File: config.mk
export PLATFORM = sky130hd
export DESIGN_NAME = vga_timing_gen
export DESIGN_NICKNAME = d
export VERILOG_FILES = /design/src/rtl/vga_timing_gen.sv
export SDC_FILE = /design/constraint.sdc
export NUM_CORES = 1
export LEC_CHECK = 0
export CORE_ASPECT_RATIO = 0.9
export CORE_MARGIN = 8
export CORE_UTILIZATION = 49
export CTS_CLUSTER_SIZE = 24
export DETAILED_ROUTE_END_ITERATION = 10
export PLACE_DENSITY_LB_ADDON = 0.25
export SYNTH_ARGS = -nofsm -noshare
export SYNTH_HDL_FRONTEND = slang
export SYNTH_SLANG_ARGS = --single-unit
export TNS_END_PERCENT = 5
File: constraint.sdc
create_clock -name clk -period 3.3 [get_ports clk]
set_clock_uncertainty 0.1 [all_clocks]
set_input_delay 0.825 -clock clk [delete_from_list [all_inputs] [get_ports clk]]
set_output_delay 0.825 -clock clk [all_outputs]
set_load 0.01 [all_outputs]
File: src/rtl/vga_timing_gen.sv
// VGA timing generator with test patterns: h/v sync, display enable,
// pixel position, start-of-frame strobe, frame counter and RGB pattern.
//
// Ports:
//   clk         system clock (all logic on this clock)
//   reset       asynchronous, active-high
//   enable      run the pixel-tick divider and counters; 0 freezes them
//   mode        0 solid, 1 colour bars, 2 checkerboard, 3 scrolling bars
//   solid_color {R,G,B} used in mode 0
//   h_sync      horizontal sync (active level SYNC_POL)
//   v_sync      vertical sync (active level SYNC_POL)
//   de          display enable
//   rgb         {R,G,B}, zero outside the visible area
//   pix_x       horizontal position of the current output pixel
//   pix_y       vertical position of the current output pixel
//   sof         one-clk pulse on the output update for position (0,0)
//   frame_cnt   frame counter, modulo 256
module vga_timing_gen #(
  parameter int H_VISIBLE = 640,
  parameter int H_FRONT   = 16,
  parameter int H_SYNC    = 96,
  parameter int H_BACK    = 48,
  parameter int V_VISIBLE = 480,
  parameter int V_FRONT   = 10,
  parameter int V_SYNC    = 2,
  parameter int V_BACK    = 33,
  parameter int SYNC_POL  = 0,
  parameter int CLK_DIV   = 4,
  parameter int COLOR_W   = 1,
  parameter int BAR_W     = 80,
  parameter int TILE_LOG2 = 3,
  localparam int H_TOTAL  = H_VISIBLE + H_FRONT + H_SYNC + H_BACK,
  localparam int V_TOTAL  = V_VISIBLE + V_FRONT + V_SYNC + V_BACK,
  localparam int XW       = $clog2(H_TOTAL),
  localparam int YW       = $clog2(V_TOTAL)
) (
  input  logic                 clk,
  input  logic                 reset,
  input  logic                 enable,
  input  logic [1:0]           mode,
  input  logic [3*COLOR_W-1:0] solid_color,
  output logic                 h_sync,
  output logic                 v_sync,
  output logic                 de,
  output logic [3*COLOR_W-1:0] rgb,
  output logic [XW-1:0]        pix_x,
  output logic [YW-1:0]        pix_y,
  output logic                 sof,
  output logic [7:0]           frame_cnt
);

  localparam int   DIV_W  = (CLK_DIV > 1) ? $clog2(CLK_DIV) : 1;
  localparam int   BCW    = (BAR_W > 1) ? $clog2(BAR_W) : 1;
  localparam logic SP     = (SYNC_POL != 0);
  localparam int   HS_BEG = H_VISIBLE + H_FRONT;
  localparam int   HS_END = HS_BEG + H_SYNC;
  localparam int   VS_BEG = V_VISIBLE + V_FRONT;
  localparam int   VS_END = VS_BEG + V_SYNC;

  logic [DIV_W-1:0]     div_q, div_d;
  logic [XW-1:0]        h_q, h_d;
  logic [YW-1:0]        v_q, v_d;
  logic [7:0]           frm_q, frm_d;
  logic [2:0]           bar_q, bar_d;
  logic [BCW-1:0]       bcnt_q, bcnt_d;
  logic [1:0]           mode_q, mode_d;
  logic [3*COLOR_W-1:0] sol_q, sol_d;

  logic                 hs_q, hs_d;
  logic                 vs_q, vs_d;
  logic                 de_q, de_d;
  logic [3*COLOR_W-1:0] rgb_q, rgb_d;
  logic [XW-1:0]        x_q, x_d;
  logic [YW-1:0]        y_q, y_d;
  logic                 sof_q, sof_d;

  logic                 tick;
  logic                 at00;
  logic                 h_wrap;
  logic                 v_wrap;
  logic                 vis;
  logic [1:0]           mode_e;
  logic [3*COLOR_W-1:0] sol_e;
  logic [2:0]           code;
  logic [3*COLOR_W-1:0] pat;

  always_comb begin
    div_d  = div_q;
    h_d    = h_q;
    v_d    = v_q;
    frm_d  = frm_q;
    bar_d  = bar_q;
    bcnt_d = bcnt_q;
    mode_d = mode_q;
    sol_d  = sol_q;
    hs_d   = hs_q;
    vs_d   = vs_q;
    de_d   = de_q;
    rgb_d  = rgb_q;
    x_d    = x_q;
    y_d    = y_q;
    sof_d  = 1'b0;
    tick   = 1'b0;
    code   = 3'd0;

    if (!enable) begin
      div_d = '0;
    end else if (int'(div_q) == CLK_DIV - 1) begin
      div_d = '0;
      tick  = 1'b1;
    end else begin
      div_d = div_q + 1'b1;
    end

    at00   = (h_q == '0) && (v_q == '0);
    h_wrap = (int'(h_q) == H_TOTAL - 1);
    v_wrap = (int'(v_q) == V_TOTAL - 1);
    vis    = (int'(h_q) < H_VISIBLE) &&
             (int'(v_q) < V_VISIBLE);

    // The first pixel of a frame already uses the newly sampled mode.
    mode_e = at00 ? mode : mode_q;
    sol_e  = at00 ? solid_color : sol_q;

    unique case (mode_e)
      2'd0: code = 3'd0;
      2'd1: code = 3'd7 - bar_q;
      2'd2: code = (h_q[TILE_LOG2] ^ v_q[TILE_LOG2]) ?
                   3'd7 : 3'd0;
      2'd3: code = 3'd7 - (bar_q + frm_q[2:0]);
    endcase

    pat = (mode_e == 2'd0) ? sol_e :
          {{COLOR_W{code[2]}},
           {COLOR_W{code[1]}},
           {COLOR_W{code[0]}}};

    if (tick) begin
      if (at00) begin
        mode_d = mode;
        sol_d  = solid_color;
      end
      hs_d  = (int'(h_q) >= HS_BEG && int'(h_q) < HS_END) ?
              SP : ~SP;
      vs_d  = (int'(v_q) >= VS_BEG && int'(v_q) < VS_END) ?
              SP : ~SP;
      de_d  = vis;
      rgb_d = vis ? pat : '0;
      x_d   = h_q;
      y_d   = v_q;
      sof_d = at00;

      if (h_wrap) begin
        h_d    = '0;
        bar_d  = '0;
        bcnt_d = '0;
        if (v_wrap) begin
          v_d   = '0;
          frm_d = frm_q + 8'd1;
        end else begin
          v_d = v_q + 1'b1;
        end
      end else begin
        h_d = h_q + 1'b1;
        if (int'(bcnt_q) == BAR_W - 1) begin
          bcnt_d = '0;
          if (bar_q != 3'd7) bar_d = bar_q + 3'd1;
        end else begin
          bcnt_d = bcnt_q + 1'b1;
        end
      end
    end
  end

  always_ff @(posedge clk or posedge reset) begin
    if (reset) begin
      div_q  <= '0;
      h_q    <= '0;
      v_q    <= '0;
      frm_q  <= '0;
      bar_q  <= '0;
      bcnt_q <= '0;
      mode_q <= '0;
      sol_q  <= '0;
      hs_q   <= ~SP;
      vs_q   <= ~SP;
      de_q   <= 1'b0;
      rgb_q  <= '0;
      x_q    <= '0;
      y_q    <= '0;
      sof_q  <= 1'b0;
    end else begin
      div_q  <= div_d;
      h_q    <= h_d;
      v_q    <= v_d;
      frm_q  <= frm_d;
      bar_q  <= bar_d;
      bcnt_q <= bcnt_d;
      mode_q <= mode_d;
      sol_q  <= sol_d;
      hs_q   <= hs_d;
      vs_q   <= vs_d;
      de_q   <= de_d;
      rgb_q  <= rgb_d;
      x_q    <= x_d;
      y_q    <= y_d;
      sof_q  <= sof_d;
    end
  end

  assign h_sync    = hs_q;
  assign v_sync    = vs_q;
  assign de        = de_q;
  assign rgb       = rgb_q;
  assign pix_x     = x_q;
  assign pix_y     = y_q;
  assign sof       = sof_q;
  assign frame_cnt = frm_q;

endmodule

==> results.py <==
metrics = {
    "clock_tree": {
        "cts_max_level": 3,
        "cts_tree": "yes",
        "worstSkewPairLatency_ns": 0.35,
        "cts_buffer_depth": 2,
        "cts_resized": 0,
        "cts_hold_buf": 0,
        "clkSinkCount": 72,
        "cts_root_buf": "clkbuf_8",
        "cts.reportedPaths.clkPinSlew_ns": 0.07,
        "cts_made_buffers": 9,
        "post_cts_buffers": 0,
    },
    "min_path": {
        "whs_path_depth": 1,
        "hp-class": "reg2reg",
    },
    "layout": {
        "fillers": 630,
        "fin_area_um2": 4258,
        "mostFrequentLayoutCells": "nand2_1 (78), dfrtp_1 (70), clkdlybuf4s50_1 (42)",
        "layoutNonFillerInstCount": 505,
        "drive_gt1_frac": 0.09951,
        "diodes": 0,
        "syn_to_final_growth_pct": 18.86,
        "final_util": 0.6018,
        "finalNetCount": 428,
        "final_common_cell": "nand2_1",
    },
    "placed_design": {
        "hpwl_mm": 5.781,
        "place_area_um2": 4085,
        "place_congestion": 0.9194,
        "dp.cells": 491,
        "pre_cts_slack_ns": 0.3767,
        "portBuffers": 42,
    },
    "power": {
        "peakVddDrop_v": 0.0002791,
        "p_leak_nw": 1.949,
        "total_power_mw": 1.963,
        "power.density_nw_per_um2": 461.0,
    },
    "detailed_routing": {
        "drtIter0Drc": 112,
        "via_per_inst": 5.384,
        "dr.pass1.iters": 4,
        "final_antenna_net_count": 0,
        "finalWirelength_mm": 7.834,
        "avgRoutedWirePerCell_um": 15.51,
        "post-route-drc-count": 0,
        "vias": 2719,
    },
    "floorplanning": {
        "dieWidth_um": 106.1,
        "core.rowCount": 29,
        "die_area_um2": 10310,
        "die_h_um": 97.12,
        "start_util": 0.5063,
        "io_pins": 43,
        "core_area_um2": 7076,
    },
    "flow_run": {
        "cap_violations": 0,
    },
    "timing": {
        "hold_viol": 0,
        "whs_ns": 0.3474,
        "finalCritPeriodShare": 0.8419,
        "rsz0062_at_grt": "no",
        "fmax_ghz": 0.3599,
        "maxSlewViolCount": 0,
        "fin_ws_ns": 0.5218,
        "finalSetupViolations": 0,
        "period_needed_ns": 2.778,
        "worstMarginPinSlew_ns": 0.4882,
        "fin_setup_tns_ns": 0,
        "slew_headroom": 0.6720,
    },
    "critical_path": {
        "start_kind": "register",
        "crit_type": "reg2reg",
        "crit_fanout": 5,
        "worstRegToRegCells": 8,
        "crit_path_end_kind": "register",
        "cp_data_required_time_ns": 3.43,
        "cp.arrival_ns": 2.91,
    },
    "grt": {
        "grt_pass1_wl_mm": 13.83,
        "grt_pass1_vias": 2761,
        "overflow": 0,
        "grt_max_degree": 62,
        "antenna_found_initial": 0,
        "track_usage": 0.1628,
    },
    "yosys": {
        "synth-main-ff-cell": "dfrtp_1",
        "synth_edf_count": 0,
        "netlist_area_um2": 3582,
        "yosysWarnings": 0,
        "avgSynthCellArea_um2": 9.868,
        "ys_seq_area_frac": 0.5037,
        "syn-num-nets": 382,
        "synth-seq-cells": 72,
        "async_flop_share": 1.000,
        "yosysUniqueCellTypes": 49,
        "syn_inst": 363,
    },
    "status": {
        "status": "completed",
    },
}
report_power, final:
part | leakage (nW) | total, mW | internal (mW) | switching, mW
Sequential | 0.965 | 1.05 | 0.972 | 0.0745
Clock | 0.0886 | 0.627 | 0.327 | 0.300
Combinational | 0.896 | 0.289 | 0.150 | 0.139
per-layer routing:
metal / GRT usage / up-vias / wire length (um)
met5: 0 / - / 0
met4: 0.04649 / 0 / 74
li1: - / 1335 / -
met2: 0.2538 / 52 / 3767
met1: 0.2141 / 1324 / 3630
met3: 0.04708 / 8 / 361
Yosys cell counts, drive strengths merged, types with 3 or more instances:
library cell | n | area (um2)
dfrtp | 70 | 1752
mux2i | 3 | 30.03
nor4b | 4 | 35.03
xnor2 | 13 | 113.9
a31oi | 5 | 31.28
a21o | 3 | 22.52
nand3 | 12 | 60.06
nor4 | 5 | 52.55
nor2 | 18 | 67.56
or3 | 4 | 30.03
nor3 | 13 | 76.33
and4 | 3 | 28.78
nand2 | 79 | 304.0
and3 | 4 | 26.28
o21ai | 26 | 130.1
a21oi | 6 | 30.03
buf | 4 | 45.04
clkbuf | 11 | 61.31
nand4 | 8 | 50.05
inv | 13 | 48.80
mux2 | 7 | 78.83
nand2b | 3 | 18.77
and2 | 5 | 31.28
a22o | 3 | 26.28
xor2 | 10 | 87.58
ha | 10 | 125.1
state kept, by name (all words and copies together), names as in the netlist:
name       count
de             1
rgb            3
mode_q         2
pix_y         10
v_q           10
div_q          2
h_q           10
v_sync         1
pix_x         10
sol_q          3
frame_cnt      8
bcnt_q         7
bar_q          3
h_sync         1
sof            1
worst max-delay path, stage by stage, from the launching register on:
cell     delay (ns)
dfrtp_1        0.41
inv_1          0.11
ha_1           0.18
nor4b_1        0.32
nand4_1        0.25
nor2_1         0.25
mux2i_1        0.42
mux2_2         0.39
o31a_1         0.24
worst paths after layout:
check | startpoint | endpoint | slack [ns]
worst min-delay path | div_q[0] | div_q[0] | 0.35
worst max register to register | h_q[0] | rgb[1] | 0.52
max in group asynchronous | reset | v_sync | 1.79
worst max-delay path | h_q[0] | rgb[1] | 0.52
worst min register to register | div_q[0] | div_q[0] | 0.35
min in group asynchronous | reset | pix_x[1] | 0.67
final cells by class:
class                           instances  area [um2]  share of cell area
Tap cell                               93       116.4             0.02733
Sequential cell                        72        1804              0.4237
Timing Repair Buffer                   50       493.0              0.1158
Inverter                               13       48.80             0.01146
Multi-Input combinational cell        263        1623              0.3811
Clock buffer                           14       172.7             0.04055
kinds of logic after synthesis:
| group | count (synthesis) | synth area share |
|---|---|---|
| buffers and inverters | 28 | 0.04331 |
| xor gates and xnor gates | 23 | 0.05623 |
| adders and majority gates | 11 | 0.04052 |
| muxes | 10 | 0.03039 |
| AOI/OAI and AO/OA | 51 | 0.08418 |
| and+or+nand+nor | 168 | 0.2417 |
| DFF | 72 | 0.5037 |
Power figures use the tool's default switching activity.
